`config.mk`:
```
export PLATFORM = sky130hd
export DESIGN_NAME = load_store_unit
export DESIGN_NICKNAME = d
export VERILOG_FILES = /design/src/rtl/load_store_unit_pkg.sv /design/src/rtl/load_store_unit_load_data_extractor.sv /design/src/rtl/load_store_unit.sv
export SDC_FILE = /design/constraint.sdc
export NUM_CORES = 1
export LEC_CHECK = 0
export BUFFER_PORTS_ARGS = -buffer_cell sky130_fd_sc_hd__buf_2
export CAP_MARGIN = 20
export CORE_MARGIN = 2
export CORE_UTILIZATION = 54
export DETAILED_ROUTE_END_ITERATION = 6
export PLACE_DENSITY = 0.86
export SKIP_LAST_GASP = 1
export SLEW_MARGIN = 25
export SYNTH_ARGS = -nofsm -noshare
export SYNTH_HDL_FRONTEND = slang
export SYNTH_SLANG_ARGS = --single-unit
export TNS_END_PERCENT = 100
```
`constraint.sdc`:
```
create_clock -name clk -period 5.9 [get_ports clk]
set_input_delay 0.295 -clock clk [delete_from_list [all_inputs] [get_ports clk]]
set_output_delay 0.295 -clock clk [all_outputs]
set_load 0.03 [all_outputs]
```
`src/rtl/load_store_unit_pkg.sv`:
```
// Shared ISA definitions for the memory stage.
// - ALU operation codes (8-bit shared encoding)
// - access_size_e: width of a memory access (BYTE, HALF, WORD)
// - classification helpers: is_load, is_store, access_size, is_misaligned
// - bus helpers: byte_enables, store_wdata (lane replication)
package load_store_unit_pkg;

  typedef enum logic [1:0] {BYTE, HALF, WORD} access_size_e;

  localparam logic [7:0] OP_ADD  = 8'h00;
  localparam logic [7:0] OP_SUB  = 8'h01;
  localparam logic [7:0] OP_AND  = 8'h02;
  localparam logic [7:0] OP_OR   = 8'h03;
  localparam logic [7:0] OP_XOR  = 8'h04;
  localparam logic [7:0] OP_SLL  = 8'h05;
  localparam logic [7:0] OP_SRL  = 8'h06;
  localparam logic [7:0] OP_SRA  = 8'h07;
  localparam logic [7:0] OP_SLT  = 8'h08;
  localparam logic [7:0] OP_SLTU = 8'h09;
  localparam logic [7:0] OP_LB   = 8'h10;
  localparam logic [7:0] OP_LH   = 8'h11;
  localparam logic [7:0] OP_LW   = 8'h12;
  localparam logic [7:0] OP_LBU  = 8'h13;
  localparam logic [7:0] OP_LHU  = 8'h14;
  localparam logic [7:0] OP_SB   = 8'h18;
  localparam logic [7:0] OP_SH   = 8'h19;
  localparam logic [7:0] OP_SW   = 8'h1A;

  function automatic logic is_load(input logic [7:0] op);
    return (op == OP_LB) || (op == OP_LH) || (op == OP_LW) ||
           (op == OP_LBU) || (op == OP_LHU);
  endfunction

  function automatic logic is_store(input logic [7:0] op);
    return (op == OP_SB) || (op == OP_SH) || (op == OP_SW);
  endfunction

  // Non-memory ops report WORD; callers only use the size for memory ops.
  function automatic access_size_e access_size(input logic [7:0] op);
    case (op)
      OP_LB, OP_LBU, OP_SB: return BYTE;
      OP_LH, OP_LHU, OP_SH: return HALF;
      default:              return WORD;
    endcase
  endfunction

  function automatic logic is_misaligned(input logic [7:0] op, input logic [1:0] addr_lo);
    case (access_size(op))
      HALF:    return addr_lo[0];
      WORD:    return addr_lo != 2'b00;
      default: return 1'b0;
    endcase
  endfunction

  function automatic logic [3:0] byte_enables(input logic [7:0] op, input logic [1:0] addr_lo);
    case (access_size(op))
      BYTE:    return 4'b0001 << addr_lo;
      HALF:    return addr_lo[1] ? 4'b1100 : 4'b0011;
      default: return 4'b1111;
    endcase
  endfunction

  // Narrow stores replicate the operand into every lane so the memory can
  // pick it up with the byte enables alone.
  function automatic logic [31:0] store_wdata(input logic [7:0] op, input logic [31:0] data);
    case (access_size(op))
      BYTE:    return {4{data[7:0]}};
      HALF:    return {2{data[15:0]}};
      default: return data;
    endcase
  endfunction

endpackage

```
`src/rtl/load_store_unit_load_data_extractor.sv`:
```
// Combinational load data extraction.
// Ports:
//   op      - load operation code (LB/LH/LW/LBU/LHU)
//   addr_lo - low two address bits selecting the byte/half lane
//   rdata   - raw 32-bit word from memory
//   data    - extracted, sign- or zero-extended result
module load_data_extractor
  import load_store_unit_pkg::*;
(
  input  logic [7:0]  op,
  input  logic [1:0]  addr_lo,
  input  logic [31:0] rdata,
  output logic [31:0] data
);

  logic [7:0]  byte_lane;
  logic [15:0] half_lane;

  always_comb begin
    byte_lane = rdata[{addr_lo, 3'b000} +: 8];
    half_lane = addr_lo[1] ? rdata[31:16] : rdata[15:0];
    case (op)
      OP_LB:   data = {{24{byte_lane[7]}}, byte_lane};
      OP_LBU:  data = {24'h0, byte_lane};
      OP_LH:   data = {{16{half_lane[15]}}, half_lane};
      OP_LHU:  data = {16'h0, half_lane};
      default: data = rdata;
    endcase
  end

endmodule

```
`src/rtl/load_store_unit.sv`:
```
// Memory-stage load/store unit.
// Accepts one execute-stage result at a time. Non-memory ops pass alu_result
// straight to writeback; loads/stores run a request/grant/response bus
// transaction and stall upstream (in_ready low) until it completes.
// Ports:
//   clk, rst_n                       - clock, async active-low reset
//   in_valid/in_ready                - upstream handshake
//   alu_operation/alu_result/store_data - execute-stage outputs
//   mem_req/we/be/addr/wdata         - memory request channel
//   mem_gnt/mem_rvalid/mem_rdata     - memory grant and read response
//   out_valid/out_data               - one-cycle writeback pulse and value
//   misaligned_fault/bus_fault       - fault qualifiers on out_valid
//   dbg_state                        - current FSM state for observation
//
// Handshake: an op transfers on a cycle where in_valid && in_ready; upstream
// holds its inputs while in_ready is low. mem_req and its payload stay stable
// until the cycle mem_gnt is seen high; read data transfers on mem_rvalid.
module load_store_unit
  import load_store_unit_pkg::*;
#(
  parameter int unsigned TIMEOUT_CYCLES = 0
) (
  input  logic        clk,
  input  logic        rst_n,
  input  logic        in_valid,
  output logic        in_ready,
  input  logic [7:0]  alu_operation,
  input  logic [31:0] alu_result,
  input  logic [31:0] store_data,
  output logic        mem_req,
  output logic        mem_we,
  output logic [3:0]  mem_be,
  output logic [31:0] mem_addr,
  output logic [31:0] mem_wdata,
  input  logic        mem_gnt,
  input  logic        mem_rvalid,
  input  logic [31:0] mem_rdata,
  output logic        out_valid,
  output logic [31:0] out_data,
  output logic        misaligned_fault,
  output logic        bus_fault,
  output logic [1:0]  dbg_state
);

  typedef enum logic [1:0] {IDLE, REQ, WAIT_R} state_e;

  state_e      state_q, state_d;
  logic [31:0] cnt_q, cnt_d;
  logic [7:0]  op_q, op_d;
  logic [1:0]  addr_lo_q, addr_lo_d;

  logic        mem_req_d, mem_we_d;
  logic [3:0]  mem_be_d;
  logic [31:0] mem_addr_d, mem_wdata_d;
  logic        out_valid_d, mis_d, bus_d;
  logic [31:0] out_data_d;

  logic        accept, mem_op, misaligned, timeout_hit;
  logic [31:0] load_value;

  assign accept     = in_valid && in_ready;
  assign mem_op     = is_load(alu_operation) || is_store(alu_operation);
  assign misaligned = is_misaligned(alu_operation, alu_result[1:0]);
  // Fires on the cycle whose increment would reach the limit, so the
  // registered fault appears exactly TIMEOUT_CYCLES cycles after entry.
  assign timeout_hit = (TIMEOUT_CYCLES != 0) && ((cnt_q + 32'd1) == TIMEOUT_CYCLES);

  load_data_extractor u_extract (
    .op      (op_q),
    .addr_lo (addr_lo_q),
    .rdata   (mem_rdata),
    .data    (load_value)
  );

  // State register
  always_ff @(posedge clk or negedge rst_n) begin
    if (!rst_n) state_q <= IDLE;
    else        state_q <= state_d;
  end

  // Next-state logic; a grant beats a simultaneous timeout.
  always_comb begin
    state_d = state_q;
    case (state_q)
      IDLE:    if (accept && mem_op && !misaligned) state_d = REQ;
      REQ:     if (mem_gnt)     state_d = is_load(op_q) ? WAIT_R : IDLE;
               else if (timeout_hit) state_d = IDLE;
      WAIT_R:  if (mem_rvalid || timeout_hit) state_d = IDLE;
      default: state_d = IDLE;
    endcase
  end

  // Output logic: next values of the registered bus/writeback outputs.
  always_comb begin
    in_ready    = (state_q == IDLE);
    dbg_state   = state_q;
    cnt_d       = cnt_q;
    op_d        = op_q;
    addr_lo_d   = addr_lo_q;
    mem_req_d   = mem_req;
    mem_we_d    = mem_we;
    mem_be_d    = mem_be;
    mem_addr_d  = mem_addr;
    mem_wdata_d = mem_wdata;
    out_valid_d = 1'b0;
    mis_d       = 1'b0;
    bus_d       = 1'b0;
    out_data_d  = out_data;
    case (state_q)
      IDLE: begin
        if (accept) begin
          if (!mem_op) begin
            out_valid_d = 1'b1;
            out_data_d  = alu_result;
          end else if (misaligned) begin
            out_valid_d = 1'b1;
            mis_d       = 1'b1;
            out_data_d  = 32'h0;
          end else begin
            cnt_d       = 32'h0;
            op_d        = alu_operation;
            addr_lo_d   = alu_result[1:0];
            mem_req_d   = 1'b1;
            mem_we_d    = is_store(alu_operation);
            mem_be_d    = byte_enables(alu_operation, alu_result[1:0]);
            mem_addr_d  = {alu_result[31:2], 2'b00};
            mem_wdata_d = is_store(alu_operation) ? store_wdata(alu_operation, store_data) : 32'h0;
          end
        end
      end
      REQ: begin
        cnt_d = cnt_q + 32'd1;
        if (mem_gnt) begin
          mem_req_d = 1'b0;
          cnt_d     = 32'h0;
          if (!is_load(op_q)) out_valid_d = 1'b1;
        end else if (timeout_hit) begin
          mem_req_d   = 1'b0;
          out_valid_d = 1'b1;
          bus_d       = 1'b1;
          out_data_d  = 32'h0;
        end
      end
      WAIT_R: begin
        cnt_d = cnt_q + 32'd1;
        if (mem_rvalid) begin
          out_valid_d = 1'b1;
          out_data_d  = load_value;
        end else if (timeout_hit) begin
          out_valid_d = 1'b1;
          bus_d       = 1'b1;
          out_data_d  = 32'h0;
        end
      end
      default: ;
    endcase
  end

  always_ff @(posedge clk or negedge rst_n) begin
    if (!rst_n) begin
      cnt_q            <= 32'h0;
      op_q             <= OP_ADD;
      addr_lo_q        <= 2'b00;
      mem_req          <= 1'b0;
      mem_we           <= 1'b0;
      mem_be           <= 4'h0;
      mem_addr         <= 32'h0;
      mem_wdata        <= 32'h0;
      out_valid        <= 1'b0;
      out_data         <= 32'h0;
      misaligned_fault <= 1'b0;
      bus_fault        <= 1'b0;
    end else begin
      cnt_q            <= cnt_d;
      op_q             <= op_d;
      addr_lo_q        <= addr_lo_d;
      mem_req          <= mem_req_d;
      mem_we           <= mem_we_d;
      mem_be           <= mem_be_d;
      mem_addr         <= mem_addr_d;
      mem_wdata        <= mem_wdata_d;
      out_valid        <= out_valid_d;
      out_data         <= out_data_d;
      misaligned_fault <= mis_d;
      bus_fault        <= bus_d;
    end
  end

endmodule

```
* Yosys cells after proc, flatten, opt, wreduce, memory -nomap -nowiden
Cells that the tools add are included.
** Word-level totals
- Input port bits :: 109
- Logic and storage cells :: 102
- Output and inout bits :: 108
- Register bits :: 114
** Cells by class
- Reduce and logical (&&, ||, !) cells :: 26
- Mux-type cells :: 37
- Eq/ne operators :: 25
- Bitwise gates (word level) :: 1
- Shifts and indexed selects :: 2
** Operators by type and width (count)
- $mux W32 :: 5
- $pmux W32 S2 :: 2
- $pmux W32 S4 :: 1
- $eq A8 B5 Y1 const B :: 13
- $shiftx A32 B6 Y8 :: 1
- $mux W16 :: 1
- $mux W2 :: 8
- $mux W1 :: 13
- $logic_or A1 B1 Y1 :: 11
- $pmux W4 S2 :: 1
- $reduce_and A4 Y1 :: 2
- $eq A2 B1 Y1 const B :: 3
- $ne A2 B1 Y1 const B :: 3
- $ne A2 B2 Y1 const B :: 3
- $pmux W2 S3 :: 1
- $reduce_bool A2 Y1 :: 3
- $reduce_or A3 Y1 :: 2
- $reduce_and A5 Y1 :: 1
- $eq A2 B2 Y1 const B :: 2
- $logic_not A2 Y1 :: 2
- $mux W4 :: 1
- $pmux W1 S2 :: 2
- $pmux W2 S2 :: 1
- $shl A1 B2 Y4 const A :: 1
- other kinds (6) :: 8

* Logic depth before layout (Yosys ltp)
Gate-level depths: netlist (run 1).
- Word-level depth :: 12
- Depth in mapped cells :: 8
- Mapped depth without buffers :: 5

* Cells and area by module
From an unflattened synthesis (run 1), not the netlist that was laid out.
** Second synthesis, totals
- Cells, all modules :: 655
- Area total of the unflattened synthesis :: 6109.6 sq um
** Modules (own cells, without submodules)
- load_store_unit :: cells each 563, area an instance 5347.6 sq um, seq. area each 2852.7 sq um, instances 1
- load_data_extractor :: cells each 92, area an instance 762.0 sq um, seq. area each 0.0 sq um, instances 1

* Worst setup path before layout (run 1)
OpenSTA, ideal clock, no wires.
- Path type :: flip-flop to flip-flop
- Start :: reg state_q[1] (netlist: dbg_state[1])
- End :: reg mem_wdata[24]
- Stages on the path, launching flop included :: 7
- Path buffers :: 2
- Arrival time :: 2.208 ns
- Setup slack :: 3.589 ns
- Path through :: dfrtp_1 or3b_2 a2111oi_4 o31ai_2 buf_2 buf_6 o41ai_2
** Between the ends
- Longest elaborated chain between the ends :: 3
** Ends and longest elaborated chain
- from (decl) :: line load_store_unit.sv:47 : state_e state_q, state_d;
- from (signal assigned) :: line load_store_unit.sv:78 : else state_q <= state_d;
- $logic_not A2 Y1 * :: line load_store_unit.sv:95, load_store_unit.sv:109
- $logic_and A1 B1 Y1 :: line load_store_unit.sv:61 : assign accept = in_valid && in_ready;
- $reduce_and A4 Y1 (no line) *
- to (signal assigned) :: line load_store_unit.sv:181 : mem_wdata <= mem_wdata_d;
- to (decl) :: line load_store_unit.sv:34 : output logic [31:0] mem_wdata,
Mark *: on every way between the ends. The rest lies on a longest branch, timed or not.
A chain may end at the register's enable or synchronous reset.

* Worst setup path after layout (run 1)
- Start :: in alu_operation[7]
- End :: reg out_data[5]
** Between the ends
- Longest elaborated chain between the ends :: 9
- Elaborated cells between the ends (all ways) :: 26
- Classes of those cells :: eq/ne (11); mux (5); reduce/logical (10)
** Ends and longest elaborated chain
- from (decl) :: line load_store_unit.sv:27 : input logic [7:0] alu_operation,
- parallel branches: the longest is 9 deep, another holds $eq A8 B5 Y1
- to (signal assigned) :: line load_store_unit.sv:183 : out_data <= out_data_d;
- to (decl) :: line load_store_unit.sv:39 : output logic [31:0] out_data,
Several ways; the timed one is not identified. The select of a mux whose other input is x is not followed.

==> flow_summary_export.csv, run 1 <==
group,metric,value,unit
run_status,status,"finished clean",
hold_path,hp-start,"alu_result[19]",
detailed_routing,vias,5419,
logic_synthesis,synthMuxAreaShare,16.9,%
logic_synthesis,yosys.area.top_type,"dfrtp_1",
logic_synthesis,synth_top_family_by_area,"compound AO/OA/AOI/OAI gates",
sta,tns,0,ns
setup_path,critPathMaxStageDelay,0.68,ns
clock_tree,holdBufCountCts,2,
logic_synthesis,yosys_warnings,0,
setup_path,crit_arrival,3.08,ns
detailed_routing,drt_iter0_drc,544,
clock_tree,cts_setup_buffers,0,
setup_path,path_max_fanout,33,
sta,tightest_slew,0.892,ns
setup_path,cp-end-kind,"register",
sta,fin_crit_sh,45.4,%
floorplan,core_area,0.0107,mm^2
sta,min_period,2.68,ns
global_routing,antenna_found_initial,0,
power_and_ir_drop,p_leak,3.79,nW
logic_synthesis,synth_edf_count,0,
clock_tree,cts_tree,"yes",
cells_and_area,n_antenna_cell,0,
power_and_ir_drop,max-vdd-ir-drop,0.212,mV
hold_path,holdPathStages,2,
logic_synthesis,netlist_area,0.00586,mm^2
setup_path,cp.depth,6,
detailed_routing,drc,0,
cells_and_area,syn_to_final_growth,30.1,%
sta,rsz0062_at_grt,"false",
place,dp_hpwl,12.3,mm
logic_synthesis,synth_compound_area_share,19.5,%
logic_synthesis,synthXorXnorAreaFrac,0.150,%
flow_run,cap_violations,0,
setup_path,cpMaxStageDelayCell,"or4b_1",
global_routing,grt_pass1_wl,26.7,mm
global_routing,grt_remaining_overflow,0,
sta,setup_viol,0,
power_and_ir_drop,power,2.32,mW
sta,hold_violations,0,
floorplan,die_h,108,um
place,placed_cell_area,0.00697,mm^2
logic_synthesis,ys_seq_area_share,48.7,%
global_routing,grt_pass1_vias,5296,
clock_tree,path_clk_slew,0.06,ns
cells_and_area,drive_above_1_share,43.3,%
global_routing,grt_max_degree,93,
sta,max_freq,0.373,GHz
floorplan,die_x,108,um
floorplan,num_rows,38,
logic_synthesis,synth.top_cells.by_area,"dfrtp_1 (49%), mux2_2 (11%), a21oi_1 (5.0%)",
detailed_routing,dr.pass1.iters,6,
detailed_routing,ant_nets,0,
cells_and_area,layout_commonest_cell,"buf_2",
logic_synthesis,synth_cell_types,58,
floorplan,initial_core_util,54.7,%
detailed_routing,wire_per_inst,19.2,um
sta,final_max_slew_viol_count,0,
sta,slew_headroom,40.2,%
sta,clock_skew,0.00892,ns
global_routing,grt_use_total,29.8,%
place,finalWeightedCongestion,0.885,
cells_and_area,final_cell_mix,"buf_2 (212), dfrtp_1 (114), nand2_1 (77)",
place,portBuffers,213,
clock_tree,root_buffer,"clkbuf_8",
floorplan,ioPinCount,217,
detailed_routing,wl,17.2,mm
logic_synthesis,yosys.area_share.simple,10.7,%
clock_tree,clock_latency,0.52,ns
power_and_ir_drop,p_per_area,304,mW/mm^2
clock_tree,cts_htree_levels,4,
logic_synthesis,ys_async_sr_fraction,100,%
clock_tree,cts_resized,0,
setup_path,cp_top_family,"compound AO/OA/AOI/OAI gates",
clock_tree,clockBufferDepth,2,
detailed_routing,vias_per_cell,6.05,
setup_path,worstRegToRegCells,4,
setup_path,crit_required,6.30,ns
floorplan,dieArea,0.0117,mm^2
clock_tree,clock-sinks,114,
setup_path,path_buf_inv,1,
clock_tree,cts_buffers,17,
logic_synthesis,syn_area_per_cell,10.8,um^2
hold_path,hp-class,"input port to register",
cells_and_area,nets,851,
setup_path,criticalPathCategory,"input port to register",
logic_synthesis,synth_adder_area_share,0,%
cells_and_area,finalInstanceArea,0.00762,mm^2
logic_synthesis,synth_top_cell_area_share,48.7,%
logic_synthesis,ys_seq_elements,114,
cells_and_area,nFillCells,769,
setup_path,cp-start-kind,"input port",
setup_path,crit_path_cell_trace,"buf_2 > or4b_1 > a211o_2 > a31oi_2 > o21ai_4 > mux2_1",
setup_path,startpoint,"alu_operation[7]",
logic_synthesis,ys.flop_type,"dfrtp_1",
setup_path,timing.rr.start,"op_q[3]$_DFFE_PN0P_",
logic_synthesis,syn_inst,544,
final cells by class:
class	count	area (um^2)	share of cell area (%)
sequential	114	2850	37.4
multi-input combinational	383	2810	36.9
timing repair buffer	220	1140	15.0
clock buffer	22	463	6.08
tap	140	175	2.30
clock inverter	10	155	2.04
inverter	6	22.5	0.296
cells in the mapped netlist, types with 4 or more instances:
master,number
a222oi_1,4
nor2_1,10
a221oi_1,8
nand2_1,77
mux4_2,8
buf_1,6
nand2b_1,8
clkbuf_1,22
mux2_2,55
dfrtp_1,114
a31oi_1,9
o21ai_0,27
mux2i_1,17
a21oi_1,59
o21a_1,4
inv_1,6
o211ai_1,9
o22ai_1,5
o31ai_1,28
buf_2,9
nor2b_1,6
per-layer routing:
metal / GRT usage, % / up-vias / wire length (um)
met5: 0 / - / 0
met3: 7.41 / 60 / 1290
met2: 46.9 / 289 / 8410
li1: - / 2425 / -
met4: 14.3 / 0 / 648
met1: 38.7 / 2645 / 6880
where the power goes:
group / leakage (nW) / total (mW) / internal [mW] / switching [mW]
logic: 1.99 / 0.381 / 0.137 / 0.244
clock network: 0.301 / 1.07 / 0.716 / 0.352
registers: 1.51 / 0.870 / 0.835 / 0.0351
path summary, 6_finish.rpt:
path | end | slack [ns]
setup / recovery | out_data[5]$_DFFE_PN0P_ | 3.22
hold / removal | mem_addr[19]$_DFFE_PN0P_ | 0.02
setup reg to reg | out_data[12]$_DFFE_PN0P_ | 3.26
hold reg to reg | mem_wdata[12]$_DFFE_PN0P_ | 0.47
max in group asynchronous | out_data[14]$_DFFE_PN0P_ | 4.29
min in group asynchronous | mem_wdata[19]$_DFFE_PN0P_ | 0.31
stage by stage:
step / util (%) / std cells / setup slack [ns] / hold slack [ns]
after floorplan: - / 546 / 3.59 / -0.000591
after global placement: 65.0 / 860 / 2.48 / 0.308
after detailed placement: 65.2 / 861 / 2.53 / 0.321
after CTS: 71.2 / 895 / 3.02 / 0.0177
after global routing: 71.2 / 895 / 3.09 / 0.0229
final: 71.2 / 895 / 3.22 / 0.0239
registers in the layout (all words and copies together) (netlist names):
signal,cells
mem_req,1
addr_lo_q,2
misaligned_fault,1
mem_addr,30
mem_be,4
dbg_state,2
mem_we,1
out_data,32
out_valid,1
mem_wdata,32
op_q,8
kinds of logic after synthesis:
logic type | count (synthesis)
AOI/OAI and AO/OA | 170
and+or+nand+nor | 127
DFF | 114
muxes | 82
buffers and inverters | 49
xor gates and xnor gates | 1
other | 1
(Power assumes the default switching activity.)
==> run 2: changes to the inputs <==
--- a/config.mk
+++ b/config.mk
@@ -5,12 +5,13 @@
 export SDC_FILE = /design/constraint.sdc
 export NUM_CORES = 1
 export LEC_CHECK = 0
+export ABC_AREA = 1
 export BUFFER_PORTS_ARGS = -buffer_cell sky130_fd_sc_hd__buf_2
 export CAP_MARGIN = 20
 export CORE_MARGIN = 2
-export CORE_UTILIZATION = 54
+export CORE_UTILIZATION = 52
 export DETAILED_ROUTE_END_ITERATION = 6
-export PLACE_DENSITY = 0.86
+export PLACE_DENSITY = 0.82
 export SKIP_LAST_GASP = 1
 export SLEW_MARGIN = 25
 export SYNTH_ARGS = -nofsm -noshare
==> constraint.sdc (replaced) <==
create_clock -name clk -period 2.5 [get_ports clk]
set_input_delay 0.125 -clock clk [delete_from_list [all_inputs] [get_ports clk]]
set_output_delay 0.125 -clock clk [all_outputs]
set_load 0.03 [all_outputs]
==> flow_summary_export.csv, run 2 <==
group,metric,value,unit
sta,clock_skew,0.0114,ns
sta,tightest_slew,0.797,ns
cells_and_area,nets,1364,
logic_synthesis,syn_inst,1016,
place,dp_hpwl,13.8,mm
logic_synthesis,synth_common_cells,"nand2_1 (463), dfrtp_1 (114), nor2_1 (103)",
clock_tree,cts_htree_levels,4,
clock_tree,clock_latency,0.41,ns
cells_and_area,layout.area.seq,0.00285,mm^2
floorplan,dieArea,0.0137,mm^2
setup_path,cpMaxStageDelayCell,"nor2_1",
sta,rsz0062_at_grt,"false",
power_and_ir_drop,p_per_area,636,mW/mm^2
sta,max_freq,0.509,GHz
detailed_routing,drt_iter0_drc,644,
logic_synthesis,synth_most_common_cell,"nand2_1",
cells_and_area,multi_input_area,0.00315,mm^2
logic_synthesis,synthMuxAreaShare,0,%
cells_and_area,top_regs,"mem_wdata (32), out_data (32), mem_addr (30)",
logic_synthesis,ys.flop_type,"dfrtp_1",
cells_and_area,syn_to_final_growth,32.4,%
setup_path,crit_required,2.85,ns
global_routing,antenna_found_initial,1,
detailed_routing,wl,20.2,mm
clock_tree,root_buffer,"clkbuf_16",
setup_path,critPathMaxStageDelay,0.47,ns
power_and_ir_drop,p_leak,5.32,nW
global_routing,grtUsageMet2,50.1,%
logic_synthesis,yosys.area.top_type,"dfrtp_1",
global_routing,gr-usage-met3,5.97,%
floorplan,ioPinCount,217,
global_routing,grt_use_total,29.8,%
sta,setup_viol,0,
clock_tree,cts_buffers,17,
clock_tree,cts_setup_buffers,0,
setup_path,cp-end-kind,"register",
detailed_routing,dr.pass1.iters,6,
global_routing,grt_pass1_wl,31.9,mm
logic_synthesis,ys_async_sr_fraction,100,%
clock_tree,clockBufferDepth,2,
logic_synthesis,synth_cell_types,25,
clock_tree,clock-sinks,114,
floorplan,core_area,0.0125,mm^2
setup_path,criticalPathCategory,"register to register",
detailed_routing,ant_nets,0,
logic_synthesis,synth_adder_area_share,0,%
cells_and_area,drive_above_1_share,22.9,%
sta,slew_headroom,46.8,%
logic_synthesis,yosys_warnings,0,
power_and_ir_drop,max-vdd-ir-drop,0.301,mV
logic_synthesis,ys_seq_elements,114,
cells_and_area,final_cell_mix,"nand2_1 (463), buf_2 (212), dfrtp_1 (114)",
sta,final_max_slew_viol_count,0,
setup_path,cp-start-kind,"register",
logic_synthesis,synth.top_cells.by_area,"dfrtp_1 (43%), nand2_1 (26%), nand3_1 (7.3%)",
clock_tree,holdBufCountCts,36,
sta,fin_crit_sh,78.6,%
logic_synthesis,ys_seq_area_share,43.0,%
setup_path,crit_path_cell_trace,"inv_1 > nand2_1 > nand3_1 > nand2_1 > nor2_1 > nor2_1 > nand2_1 > nand2_1 > nand2_1 > nand2_1 > nand2_1",
global_routing,grt_pass1_vias,6761,
clock_tree,cts_tree,"yes",
logic_synthesis,synth_compound_area_share,4.04,%
floorplan,die_h,117,um
detailed_routing,wire_per_inst,14.0,um
detailed_routing,drc,0,
run_status,status,"finished clean",
logic_synthesis,synth_top_family_by_area,"simple AND/OR/NAND/NOR gates",
hold_path,hp-class,"input port to register",
logic_synthesis,netlist_area,0.00663,mm^2
global_routing,grt_max_degree,80,
logic_synthesis,synthXorXnorAreaFrac,0,%
setup_path,crit_arrival,2.32,ns
detailed_routing,vias,7274,
clock_tree,path_clk_slew,0.05,ns
place,finalWeightedCongestion,0.923,
cells_and_area,layout_commonest_cell,"nand2_1",
setup_path,path_common_cell,"nand2_1",
logic_synthesis,synth_edf_count,0,
place,portBuffers,213,
cells_and_area,nFillCells,1090,
floorplan,num_rows,41,
logic_synthesis,synth_top_cell_area_share,43.0,%
clock_tree,cts_resized,0,
sta,hold_violations,0,
logic_synthesis,yosys.area_share.simple,43.3,%
global_routing,busiest_layer,"met2",
global_routing,grt_remaining_overflow,0,
logic_synthesis,syn_area_per_cell,6.53,um^2
global_routing,grtUsageMet1,37.9,%
detailed_routing,vias_per_cell,5.05,
setup_path,path_max_fanout,11,
floorplan,die_x,117,um
sta,min_period,1.96,ns
sta,tns,0,ns
floorplan,initial_core_util,53.0,%
flow_run,cap_violations,0,
sta,worst_hold_slack,0.0338,ns
## run 2: logic make-up (layout without fill, tap and decap cells)
logic type             count (synthesis)  count (layout)
AO/OA/AOI/OAI                         52              52
flip-flops                           114             114
buffers and inverters                149             399
other                                  1               4
AND/OR/NAND/NOR                      700             700
## run 2: critical path, delay by kind of cell, from the launching register on
kind	cells	cell delay (ns)
buf+inv	1	0.30
flops	1	0.37
simple gates	10	1.24
## run 2: through the flow
step / util (%) / worst slack (ns) / cells / power, mW / instance area [um^2]
final: 70.2 / 0.535 / 1441 / 5.59 / 8780
after global routing: 70.2 / 0.349 / 1441 / 5.83 / 8780
after CTS: 70.2 / 0.595 / 1440 / 5.61 / 8780
after detailed placement: 62.7 / 0.506 / 1372 / 3.22 / 7850
after global placement: 62.7 / 0.582 / 1372 / 3.20 / 7850
after floorplan: - / 0.442 / 1018 / 2.82 / 6640
## run 2: per-layer routing
metal / routed length, um / part of all wire [%]
met2: 9750 / 48
met4: 515 / 2.5
met3: 1680 / 8.3
met1: 8290 / 41
met5: 0 / 0
## run 2: path summary, 6_finish.rpt
path	start	endpoint	slack (ns)	cells after the start
worst max-delay path	addr_lo_q[0]$_DFFE_PN0P_	out_data[12]$_DFFE_PN0P_	0.54	11
worst min-delay path	store_data[22]	mem_wdata[22]$_DFFE_PN0P_	0.03	5
worst max register to register	addr_lo_q[0]$_DFFE_PN0P_	out_data[12]$_DFFE_PN0P_	0.54	11
worst min register to register	mem_be[3]$_DFFE_PN0P_	mem_be[3]$_DFFE_PN0P_	0.47	2
max in group asynchronous	rst_n	mem_wdata[3]$_DFFE_PN0P_	1.40	3
min in group asynchronous	rst_n	mem_addr[16]$_DFFE_PN0P_	0.35	2
## run 2: final cells by class
class	count	area share (%)
clock inverter	10	1.24
timing repair buffer	270	18.5
inverter	97	4.14
clock buffer	22	5.28
tap	172	2.45
antenna	1	0.0285
sequential	114	32.5
multi-input combinational	755	35.9
## run 2: where the power goes
group	switching, mW	leakage (nW)	internal [mW]
logic	0.763	3.55	0.375
clock network	0.837	0.280	1.51
registers	0.0927	1.49	2.01
total	1.69	5.32	3.90
==> run 3: changes to the inputs <==
--- a/config.mk
+++ b/config.mk
@@ -5,13 +5,13 @@
 export SDC_FILE = /design/constraint.sdc
 export NUM_CORES = 1
 export LEC_CHECK = 0
-export ABC_AREA = 1
+export ABC_AREA = 0
 export BUFFER_PORTS_ARGS = -buffer_cell sky130_fd_sc_hd__buf_2
 export CAP_MARGIN = 20
 export CORE_MARGIN = 2
-export CORE_UTILIZATION = 52
+export CORE_UTILIZATION = 45
 export DETAILED_ROUTE_END_ITERATION = 6
-export PLACE_DENSITY = 0.82
+export PLACE_DENSITY = 0.77
 export SKIP_LAST_GASP = 1
 export SLEW_MARGIN = 25
 export SYNTH_ARGS = -nofsm -noshare
==> constraint.sdc (replaced) <==
create_clock -name clk -period 1.6 [get_ports clk]
set_input_delay 0.08 -clock clk [delete_from_list [all_inputs] [get_ports clk]]
set_output_delay 0.08 -clock clk [all_outputs]
set_load 0.03 [all_outputs]
==> flow_summary_export.csv, run 3 (synthesized netlist as in run 1, its figures left out) <==
group,metric,value,unit
sta,worst_slack,-0.625,ns
cells_and_area,nFillCells,703,
run_status,status,"finished, violations left",
setup_path,crit_arrival,2.59,ns
setup_path,cp-end-kind,"register",
cells_and_area,final_cell_mix,"buf_2 (212), dfrtp_1 (112), buf_4 (71)",
setup_path,path_buf_inv,4,
power_and_ir_drop,max-vdd-ir-drop,0.772,mV
global_routing,grt_remaining_overflow,0,
setup_path,criticalPathCategory,"register to register",
detailed_routing,wl,27.1,mm
clock_tree,cts_buffers,17,
flow_run,cap_violations,0,
cells_and_area,layout_commonest_cell,"buf_2",
global_routing,antenna_found_initial,2,
floorplan,num_rows,41,
setup_path,cpMaxStageDelayCell,"dfrtp_1",
setup_path,path_max_fanout,16,
cells_and_area,finalInstanceArea,0.00997,mm^2
clock_tree,clockBufferDepth,2,
sta,worst_hold_slack,0.00770,ns
setup_path,timing.rr.start,"op_q[5]$_DFFE_PN0P_",
sta,final_max_slew_viol_count,0,
detailed_routing,wire_per_inst,25.3,um
cells_and_area,nets,991,
run_status,violations,"negative setup slack",
setup_path,startpoint,"op_q[5]$_DFFE_PN0P_",
place,placed_cell_area,0.00771,mm^2
cells_and_area,syn_to_final_growth,70.2,%
clock_tree,cts_tree,"yes",
power_and_ir_drop,power,9.73,mW
power_and_ir_drop,p_leak,4.83,nW
floorplan,initial_core_util,46.2,%
global_routing,grt_use_total,30.8,%
sta,max_freq,0.449,GHz
sta,setup_viol,113,
setup_path,critPathMaxStageDelay,0.44,ns
global_routing,grt_pass1_wl,33.6,mm
hold_path,hp-start,"store_data[31]",
cells_and_area,multi_input_area,0.00361,mm^2
sta,min_period,2.22,ns
cells_and_area,drive_above_1_share,57.3,%
cells_and_area,top_regs,"mem_wdata (32), out_data (32), mem_addr (30)",
global_routing,grt_max_degree,41,
floorplan,die_h,118,um
setup_path,path_common_cell,"buf_4",
place,portBuffers,213,
place,dp_hpwl,13.9,mm
detailed_routing,vias,6813,
setup_path,cp_top_family,"buffers and inverters",
power_and_ir_drop,p_per_area,976,mW/mm^2
clock_tree,clock-sinks,114,
sta,slew_headroom,56.3,%
clock_tree,path_clk_slew,0.07,ns
floorplan,ioPinCount,217,
clock_tree,cts_htree_levels,4,
cells_and_area,layout.area.seq,0.00286,mm^2
detailed_routing,drt_iter0_drc,914,
place,finalWeightedCongestion,0.910,
detailed_routing,dr.pass1.iters,7,
floorplan,dieArea,0.0139,mm^2
floorplan,core_area,0.0127,mm^2
clock_tree,clock_latency,0.44,ns
detailed_routing,ant_nets,0,
detailed_routing,vias_per_cell,6.36,
sta,fin_crit_sh,139,%
hold_path,hp-class,"input port to register",
global_routing,grt_pass1_vias,6441,
detailed_routing,drc,0,
floorplan,die_x,118,um
sta,tightest_slew,0.656,ns
setup_path,crit_required,1.97,ns
sta,clock_skew,0.0153,ns
setup_path,cp-start-kind,"register",
sta,rsz0062_at_grt,"true",
sta,hold_violations,0,
setup_path,crit_path_cell_trace,"buf_6 > nor4b_4 > buf_4 > nor4bb_4 > buf_4 > nor3_4 > buf_12 > a21oi_2 > mux2_2",
clock_tree,root_buffer,"clkbuf_16",
run 3: cell count changes in the layout (fill, tap and decap cells not counted), moves of 10 or more:
cell,before,now
nand2_1,463,49
nand3_1,97,2
nor2_1,103,10
inv_1,89,6
buf_4,19,71
a21oi_1,0,50
mux2_2,0,49
o21ai_0,41,7
o31ai_4,0,19
mux2i_1,0,16
buf_6,0,15
nand2_4,2,17
nand4_1,11,1
run 3: worst paths after layout:
kind	endpoint	slack, ns	depth (start not counted)
setup / recovery	out_data[29]$_DFFE_PN0P_	-0.62	9
hold / removal	mem_wdata[31]$_DFFE_PN0P_	0.008	3
setup reg to reg	out_data[29]$_DFFE_PN0P_	-0.62	9
hold reg to reg	mem_be[3]$_DFFE_PN0P_	0.49	2
max in group asynchronous	mem_be[1]$_DFFE_PN0P_	0.88	3
min in group asynchronous	mem_wdata[5]$_DFFE_PN0P_	0.10	2
run 3: layout make-up:
type | instances | share of cell area, %
multi-input combinational | 385 | 36.2
sequential | 114 | 28.6
timing repair buffer | 358 | 25.6
clock buffer | 20 | 4.58
clock inverter | 12 | 2.52
tap | 172 | 2.16
inverter | 6 | 0.226
antenna | 4 | 0.100
run 3: worst min-delay path: stages:
cell,delay (ns)
buf_2,0.10
nor2b_1,0.14
o41ai_2,0.10
run 3: where the power goes:
part | total (mW) | internal (mW) | switching, mW
clock network | 4.63 | 3.17 | 1.46
logic | 1.89 | 0.735 | 1.16
registers | 3.20 | 3.08 | 0.122
run 3: metal layers:
metal	global-route usage [%]	share of wire, %	vias up
li1	-	-	2711
met1	37.3	35	3273
met2	50.2	47	607
met3	8.19	11	222
met4	16.3	7.3	0
met5	0	0	-
run 3: timing repair:
item	CTS	global route
endpoints found under the hold margin	157	0
cloned	2	6
pin swaps	20	35
gates resized for setup	49	117
hold buffers	43	0
endpoints found under the setup margin	112	114
buffers inserted	10	12
run 3: through the flow:
stage / cells / setup WS, ns / util (%) / setup TNS [ns]
2_1_floorplan: 546 / -0.376 / - / -37.67
3_5_place_dp: 967 / -0.719 / 60.8 / -64.85
3_3_place_gp: 967 / -0.547 / 60.8 / -56.18
4_1_cts: 1051 / -0.447 / 72.5 / -43.02
6_report: 1071 / -0.625 / 78.7 / -44.77
5_1_grt: 1071 / -0.640 / 78.7 / -49.45
